## src/rtl/intc_prio_core_pkg.sv

```systemverilog
// Shared types and default constants for the four-source interrupt priority core.
package intc_prio_core_pkg;

    localparam int NUM_IRQ = 4;

    typedef logic [1:0]         irq_sel_t;
    typedef logic [NUM_IRQ-1:0] irq_vec_t;

    localparam logic [31:0] DEFAULT_VEC0        = 32'h0000_0000;
    localparam logic [31:0] DEFAULT_VEC1        = 32'h0000_0020;
    localparam logic [31:0] DEFAULT_VEC2        = 32'h0000_0040;
    localparam logic [31:0] DEFAULT_VEC3        = 32'h0000_0060;
    localparam logic [31:0] DEFAULT_STATUS_ADDR = 32'h0000_0000;

endpackage

```

## src/rtl/intc_prio_core_if.sv

```systemverilog
// Memory-mapped register port of the interrupt core (status read / write-1-to-clear).
interface intc_prio_core_if #(
    parameter int AW = 32
);
    logic [AW-1:0] input_addr;
    logic [AW-1:0] write_data;
    logic          write_enable;
    logic [AW-1:0] read_data;

    modport master (
        output input_addr,
        output write_data,
        output write_enable,
        input  read_data
    );

    modport slave (
        input  input_addr,
        input  write_data,
        input  write_enable,
        output read_data
    );
endinterface

```

## src/rtl/intc_prio_core_prio_enc4.sv

```systemverilog
// Fixed-priority encoder: source 0 wins, sel falls back to 0 when nothing is pending.
module prio_enc4
    import intc_prio_core_pkg::*;
(
    input  irq_vec_t req,
    output irq_sel_t sel,
    output logic     valid
);

    always_comb begin
        sel   = 2'd0;
        valid = |req;
        if (req[0])      sel = 2'd0;
        else if (req[1]) sel = 2'd1;
        else if (req[2]) sel = 2'd2;
        else if (req[3]) sel = 2'd3;
    end

endmodule

```

## src/rtl/intc_prio_core.sv

```systemverilog
// Four-source interrupt core: sticky status bits, fixed priority select, vector mux,
// IACK clear of the serviced source and a write-1-to-clear status register.
module intc_prio_core
    import intc_prio_core_pkg::*;
#(
    parameter int            AW          = 32,
    parameter logic [AW-1:0] VEC0        = AW'(DEFAULT_VEC0),
    parameter logic [AW-1:0] VEC1        = AW'(DEFAULT_VEC1),
    parameter logic [AW-1:0] VEC2        = AW'(DEFAULT_VEC2),
    parameter logic [AW-1:0] VEC3        = AW'(DEFAULT_VEC3),
    parameter logic [AW-1:0] STATUS_ADDR = AW'(DEFAULT_STATUS_ADDR)
) (
    input  logic                clk,
    input  logic                rst,
    input  irq_vec_t            done,
    input  logic                IACK,
    intc_prio_core_if.slave     bus,
    output logic                IRQ,
    output logic [AW-1:0]       isr_addr
);

    irq_vec_t status;
    irq_vec_t status_next;
    irq_sel_t sel;
    logic     valid;
    logic     addr_hit;
    logic     unused_wdata;

    prio_enc4 u_prio_enc4 (
        .req   (status),
        .sel   (sel),
        .valid (valid)
    );

    assign IRQ          = valid;
    assign addr_hit     = (bus.input_addr == STATUS_ADDR);
    assign unused_wdata = ^bus.write_data[AW-1:NUM_IRQ];

    // A new done event always beats an IACK or software clear so no event is lost.
    always_comb begin
        status_next = status;
        for (int i = 0; i < NUM_IRQ; i++) begin
            if (done[i])
                status_next[i] = 1'b1;
            else if (IACK && valid && (sel == irq_sel_t'(i)))
                status_next[i] = 1'b0;
            else if (bus.write_enable && addr_hit && bus.write_data[i])
                status_next[i] = 1'b0;
        end
    end

    always_ff @(posedge clk) begin
        if (!rst)
            status <= '0;
        else
            status <= status_next;
    end

    always_comb begin
        isr_addr = VEC0;
        case (sel)
            2'd0: isr_addr = VEC0;
            2'd1: isr_addr = VEC1;
            2'd2: isr_addr = VEC2;
            2'd3: isr_addr = VEC3;
            default: isr_addr = VEC0;
        endcase
    end

    assign bus.read_data = addr_hit ? AW'(status) : '0;

endmodule

```

## src/flat_wrapper.sv

```systemverilog
// flat-port wrapper written by rule: the top's interface ports become plain ports
module intc_prio_core_flat import intc_prio_core_pkg::*;
#(
    parameter int            AW          = 32,
    parameter logic [AW-1:0] VEC0        = AW'(DEFAULT_VEC0),
    parameter logic [AW-1:0] VEC1        = AW'(DEFAULT_VEC1),
    parameter logic [AW-1:0] VEC2        = AW'(DEFAULT_VEC2),
    parameter logic [AW-1:0] VEC3        = AW'(DEFAULT_VEC3),
    parameter logic [AW-1:0] STATUS_ADDR = AW'(DEFAULT_STATUS_ADDR)
)
  (clk, rst, done, IACK, IRQ, isr_addr, bus_input_addr, bus_write_data, bus_write_enable, bus_read_data);
  intc_prio_core_if #(.AW(AW)) bus_i ();
  input  logic clk;
  input  logic rst;
  input  irq_vec_t done;
  input  logic IACK;
  output logic IRQ;
  output logic [AW-1:0] isr_addr;
  input wire logic [$bits(bus_i.input_addr)-1:0] bus_input_addr;
  input wire logic [$bits(bus_i.write_data)-1:0] bus_write_data;
  input wire logic [$bits(bus_i.write_enable)-1:0] bus_write_enable;
  output wire logic [$bits(bus_i.read_data)-1:0] bus_read_data;
  assign bus_i.input_addr = bus_input_addr;
  assign bus_i.write_data = bus_write_data;
  assign bus_i.write_enable = bus_write_enable;
  assign bus_read_data = bus_i.read_data;
  intc_prio_core #(.AW(AW), .VEC0(VEC0), .VEC1(VEC1), .VEC2(VEC2), .VEC3(VEC3), .STATUS_ADDR(STATUS_ADDR)) u_core (.clk(clk), .rst(rst), .done(done), .IACK(IACK), .bus(bus_i), .IRQ(IRQ), .isr_addr(isr_addr));
endmodule
```

## config.mk

```make
export PLATFORM = sky130hd
export DESIGN_NAME = intc_prio_core_flat
export DESIGN_NICKNAME = d
export VERILOG_FILES = /design/src/rtl/intc_prio_core_pkg.sv /design/src/rtl/intc_prio_core_if.sv /design/src/rtl/intc_prio_core_prio_enc4.sv /design/src/rtl/intc_prio_core.sv /design/src/flat_wrapper.sv
export SDC_FILE = /design/constraint.sdc
export NUM_CORES = 1
export LEC_CHECK = 0
export ABC_AREA = 0
export BUFFER_PORTS_ARGS = -buffer_cell sky130_fd_sc_hd__buf_2
export CELL_PAD_IN_SITES_DETAIL_PLACEMENT = 1
export CELL_PAD_IN_SITES_GLOBAL_PLACEMENT = 1
export CORE_MARGIN = 1.5
export CORE_UTILIZATION = 14
export DETAILED_ROUTE_END_ITERATION = 10
export PLACE_DENSITY_LB_ADDON = 0.1
export RECOVER_POWER = 50
export SLEW_MARGIN = 20
export SYNTH_ARGS = -nofsm -noshare
export SYNTH_HDL_FRONTEND = slang
export SYNTH_SLANG_ARGS = --single-unit
```

## constraint.sdc

```tcl
create_clock -name clk -period 1.57 [get_ports clk]
set_clock_uncertainty 0.15 [all_clocks]
set_input_delay 0.2355 -clock clk [delete_from_list [all_inputs] [get_ports clk]]
set_output_delay 0.2355 -clock clk [all_outputs]
set_load 0.01 [all_outputs]
```

==> metrics.md, run 1 <==
| Metric | Value |
|---|---|
| Status | `finished with violations` |
| Failing checks | `setup timing` |
| Reg2Reg Setup Slack | `between 400 and 500 ps` |
| Area delta synth->final | `51.6%` |
| RSZ-0062 raised after global routing | `yes` |
| CTS tree | `yes` |
| Largest regs | `u_core.status (4)` |
| Routed WL | `between 2 and 2.5 mm` |
| Post-Syn Instances | `107` |
| WHS Path Cells | `3` |
| Clock sink count | `4` |
| Post-route cell area | `approximately 1100 um2` |
| Clock slew at reported path FFs | `30 ps` |
| Critical Path AT | `about 1300 ps` |
| Hold Vio Cnt, Final | `0` |
| Placed wire-length estimate | `roughly 1.9 mm` |
| Slew Viols, Final | `0` |
| First-pass iteration count of the detailed router | `2` |
| Synth top area share | `just under 60%` |
| Clk buf depth | `2` |
| Avg Cell Area, Syn | `roughly 7 um2` |
| Final Total Pwr | `approximately 0.54 mW` |
| Post-synthesis sequential area ratio | `~11%` |
| Most flop-heavy register | `u_core.status` |
| Max incr delay on CP | `270 ps` |
| Worst hold-check path type | `primary input to flop` |
| Synth unique cells | `16` |
| Slowest-stage cell, CP | `nor4_4` |
| DR DRC count | `0` |
| DR vias/cell | `roughly 3.2` |
| GPL Wtd Cong | `between 0.7 and 0.8` |
| Period minus WS final | `~1600 ps` |
| All-layer global routing usage | `7.25%` |
| Yosys top cell by area | `buf_4` |
| Initial antenna violation count | `0` |
| Initial DRC Count | `6` |
| Required @ worst endpoint | `1180 ps` |
| Commonest non-fill, non-tap cell in the layout | `conb_1` |
| Clock latency of the later-clocked register in the worst-skew pair | `approximately 210 ps` |
| First-pass GRT wire length | `3.49 mm` |
| Top delay family on crit path | `simple AND/OR/NAND/NOR gates` |
| Maxcap violations | `0` |
| Share of cells above drive strength 1 | `about two fifths` |
| # IOs | `between 100 and 150` |
| Hold path endpoint | `u_core.status[1]` |
| Worst Path Buf+Inv | `3` |
| Worst r2r path cells | `4` |
| Largest net degree at the start of global routing | `6` |
| Clk root buf | `clkbuf_8` |
| CTS HTree Levels | `1` |
| Seq cells post-synth | `4` |
| Core Area | `around 5000 um2` |
| Final net count | `around 240` |
| Max reg flops | `4` |
| Most frequent cells in the layout | `conb_1 (58), buf_2 (36), buf_6 (14)` |
| Num rows | `26` |
| Pwr per Cell Area | `between 400 and 500 nW/um2` |
| Starting density of the core | `~15%` |
| Die W | `between 70 and 80 um` |
| Place WS | `-207 ps` |
| Port Buffers | `50` |
| FF-to-FF End | `u_core.status[3]` |
| Ant. Diodes | `0` |
| Post-Layout Cell Count | `233` |
| Placed insts | `~230` |
| Via count | `roughly 750` |
| Die H | `~76 um` |
| Cts hold-fix bufs | `0` |
| Fin crit share | `104%` |
| CP cell instances | `buf_6, nor4_4, nand4_1, buf_6, nor2_4, and2_4, buf_6` |
| Final worst slack | `-66.1 ps` |
| CP dominant cell by count | `buf_6` |
| Leakage | `0.576 nW` |
| Setup CP Type | `primary input to output pin` |
| Vias in the first global route | `745` |
| Ranking of synthesized cells by area | `buf_4 (58%), dfxtp_1 (11%), nor4_1 (5.9%), a21oi_1 (4.0%), nor2_1 (4.0%)` |
| Drt wl/cell | `around 9.6 um` |
| Max Freq | `slightly above 600 MHz` |
| Worst hold start | `rst` |
| Number of CTS-inserted buffers | `3` |
| Worst setup SP type | `primary input` |
| Die Footprint | `about 5800 um2` |
| Worst-path maximum fanout | `4` |
| DP Area | `~870 um2` |
| GR Overflow Total | `0` |
| Synthesized area | `roughly 740 um2` |
| Final ANT Viol Nets | `0` |
| Warnings from Yosys | `0` |
| FILL cells | `about 650` |
| Setup Viol. Count Final | `4` |
| Peak supply drop | `between 0.1 and 0.15 mV` |
| Critical Path End Type | `output pin` |
| WHS | `about 150 ps` |
| Worst r2r src | `u_core.status[1]` |
## worst max path at each step
stage          cells past startpoint          startpoint          endpoint
3_3_place_gp                       6   bus_input_addr[1]  bus_read_data[1]
6_report                           7  bus_input_addr[29]  bus_read_data[1]
5_1_grt                            7  bus_input_addr[29]  bus_read_data[1]
2_1_floorplan                      4  bus_input_addr[26]  bus_read_data[1]
3_5_place_dp                       6  bus_input_addr[10]  bus_read_data[1]
4_1_cts                            7  bus_input_addr[15]  bus_read_data[1]
## through the flow
| stage | util (%) | setup TNS [ps] |
|---|---|---|
| 6_report | 22.1 | -135 |
| 3_5_place_dp | 17.0 | -835 |
| 2_1_floorplan | - | 0 |
| 5_1_grt | 22.1 | -424 |
| 4_1_cts | 20.9 | -132 |
| 3_3_place_gp | 17.0 | -615 |
## kinds of logic (layout without fill, tap and decap cells)
logic type	after synthesis	after routing	share of synthesized area [%]
buffers and inverters	61	60	60.0
and+or+nand+nor	29	29	20.2
DFF	4	4	10.8
other	1	58	0.504
AOI/OAI and AO/OA	12	12	8.57
## routing by layer
layer / up-vias / share of wire, % / global-route usage, %
met3: 0 / 15 / 2.89
met5: - / 0 / 0
met4: 0 / 0 / 2.78
met1: 326 / 31 / 6.43
li1: 351 / - / -
met2: 70 / 54 / 14.4
## worst reg2reg max path, cell delays in order, from the launching register on
cell     delay [ps]
dfxtp_1         340
nor2_1          190
a31oi_1         120
o21ai_0         160
a21oi_1          50
## cells in the mapped netlist
master and n:
nand4_1 2, a31oi_1 1, nor2_2 1, dfxtp_1 4, nor2_1 8, nand2_1 5, nor4_2 1, inv_1 3
buf_4 58, a21boi_0 1, conb_1 1, a21oi_1 6, and2_1 1, nor4_1 7, nor3_1 4, o21ai_0 4
## area by class of cell
type,count,area (um2),area share (%)
well taps,70,87.6,7.76
clock buffers,3,41.3,3.66
flip-flops and latches,4,80.1,7.10
inverters,3,11.3,0.998
repair buffers,54,360,31.9
multi-input cells,99,548,48.6
## power breakdown
| part | switching [mW] | internal [mW] | leakage (nW) |
|---|---|---|---|
| logic | 0.131 | 0.0781 | 0.521 |
| clock network | 0.0502 | 0.163 | 0.0216 |
| registers | 0.00608 | 0.110 | 0.0335 |
## timing repair
action	CTS	global route
resized for setup	22	10
cloned	0	0
setup endpoints to repair	4	4
setup buffers	3	0
pin swaps	7	7
No activity file was read; power rests on OpenSTA's default activity.
==> inputs of run 2 (changes only) <==
SETUP_SLACK_MARGIN = 0.15   (was not set)
==> metrics.md, run 2 (same netlist as run 1, synthesis figures left out) <==
| Metric | Value |
|---|---|
| Post-route cell area | `approximately 1100 um2` |
| Initial antenna violation count | `0` |
| Number of CTS-inserted buffers | `3` |
| Sequential share of power | `around a fifth` |
| Ant. Diodes | `0` |
| GPL Wtd Cong | `around 0.73` |
| Pwr per Cell Area | `approximately 470 nW/um2` |
| Vias in the first global route | `715` |
| Num rows | `26` |
| Leakage | `0.579 nW` |
| CTS HTree Levels | `1` |
| First-pass GRT wire length | `roughly 3.3 mm` |
| Switching Share | `a little over a third` |
| Cts hold-fix bufs | `0` |
| Clk root buf | `clkbuf_8` |
| Worst hold-check path type | `primary input to flop` |
| Most frequent cells in the layout | `conb_1 (58), buf_2 (36), buf_6 (14)` |
| DR vias/cell | `3.19` |
| Setup Viol. Count Final | `4` |
| Reg2Reg Setup Slack | `~430 ps` |
| Top delay family on crit path | `simple AND/OR/NAND/NOR gates` |
| CTS tree | `yes` |
| Critical Path AT | `around 1200 ps` |
| Maxcap violations | `0` |
| Worst r2r src | `u_core.status[1]` |
| Worst setup SP type | `primary input` |
| First-pass iteration count of the detailed router | `4` |
| Logic pwr share | `a little under 40%` |
| Worst hold start | `rst` |
| Clock latency of the later-clocked register in the worst-skew pair | `between 200 and 250 ps` |
| WHS | `151 ps` |
| DR DRC count | `0` |
| RSZ-0062 raised after global routing | `yes` |
| Clock share of power | `just under 40%` |
| Setup TNS | `-126 ps` |
| Power Internal | `0.352 mW` |
| Clk buf depth | `2` |
| Routed WL | `2.27 mm` |
| Final net count | `about 240` |
| Clock slew at reported path FFs | `~30 ps` |
| DP Area | `between 900 and 1000 um2` |
| Max reg flops | `4` |
| Clock sink count | `4` |
| Final worst slack | `-57.0 ps` |
| Period minus WS final | `1630 ps` |
| Setup CP Type | `primary input to output pin` |
| Initial DRC Count | `3` |
| Required @ worst endpoint | `1180 ps` |
| Drt wl/cell | `slightly below 10 um` |
| Slowest-stage cell, CP | `nor4_4` |
| CP cell instances | `buf_6, nor4_4, nand4_1, buf_6, nor2_4, and2_4, buf_6` |
| Final ANT Viol Nets | `0` |
| # IOs | `137` |
| Slew Viols, Final | `0` |
| Worst Path Buf+Inv | `3` |
| FILL cells | `649` |
| Max Freq | `615 MHz` |
| All-layer global routing usage | `under 10%` |
| Placed wire-length estimate | `roughly 1.9 mm` |
| Starting density of the core | `between 10% and 20%` |
| WHS Path Cells | `3` |
| Die W | `approximately 76 um` |
| Hold Vio Cnt, Final | `0` |
| Die Footprint | `approximately 5800 um2` |
| Worst-path maximum fanout | `4` |
| Critical Path End Type | `output pin` |
| Largest regs | `u_core.status (4)` |
| Via count | `roughly 740` |
| Psw | `roughly 0.19 mW` |
| Commonest non-fill, non-tap cell in the layout | `conb_1` |
| FF-to-FF End | `u_core.status[3]` |
| Failing checks | `setup timing` |
| Area delta synth->final | `53.9%` |
| Die H | `around 76 um` |
| Max incr delay on CP | `approximately 260 ps` |
| Core Area | `a little over 5000 um2` |
| CP dominant cell by count | `buf_6` |
| Hold path endpoint | `u_core.status[2]` |
| Peak supply drop | `0.197 mV` |
| Status | `finished with violations` |
| Fin crit share | `104%` |
| Largest net degree at the start of global routing | `6` |
| Most flop-heavy register | `u_core.status` |
| GR Overflow Total | `0` |
| Final Total Pwr | `about 0.54 mW` |
| Worst r2r path cells | `4` |
| Share of cells above drive strength 1 | `a little over two fifths` |
| Port Buffers | `50` |
## run 2: cell count changes in the layout (fill, tap and decap cells not counted)
| cell | delta |
|---|---|
| nor4_4 | +2 |
| nor4_2 | -2 |
## run 2: area by class of cell
type	count	area, um2	share of cell area (%)
clock buffer	3	41.3	3.60
inverter	3	11.3	0.983
multi-input combinational	99	566	49.3
sequential	4	80.1	6.99
tap	70	87.6	7.64
timing repair buffer	54	360	31.4
## run 2: repair_timing
item | 4_1_cts | 5_1_grt
pin swaps | 11 | 5
endpoints found under the setup margin | 4 | 6
gates resized for setup | 20 | 6
setup buffers | 3 | 0
endpoints found under the hold margin | 0 | 0
gates cloned | 0 | 0
## run 2: stage by stage
step,cells,util [%],worst slack [ps]
finish,233,22.4,-57.0
global route,233,22.4,-116
CTS,233,21.6,-36.1
detailed placement,227,18.1,-185
global placement,227,18.1,-155
floorplan,164,-,149
## run 2: worst max-delay path by stage
stage	to	start	cells past startpoint
finish	bus_read_data[1]	bus_input_addr[30]	7
global route	bus_read_data[1]	bus_input_addr[7]	7
CTS	bus_read_data[3]	bus_input_addr[6]	6
detailed placement	bus_read_data[1]	bus_input_addr[2]	6
global placement	bus_read_data[1]	bus_input_addr[2]	6
floorplan	bus_read_data[1]	bus_input_addr[2]	4
## run 2: worst min-delay path, delay by kind of cell
kind,cells,cell delay [ps]
buf+inv,1,120
compound gates,2,110
## run 2: per-layer routing
metal	track usage [%]	vias to the layer above	wire length, um
met5	0	-	0
met4	3.33	0	13
met3	2.41	2	317
met2	13.5	70	1180
met1	6.51	322	759
li1	-	350	-
## run 2: power by group through the flow
stage / sequential, mW / clock [mW] / combinational [mW]
floorplan: 0.116 / 0 / 0.203
global placement: 0.117 / 0 / 0.177
detailed placement: 0.117 / 0 / 0.178
CTS: 0.116 / 0.220 / 0.200
global route: 0.117 / 0.221 / 0.233
finish: 0.116 / 0.211 / 0.214
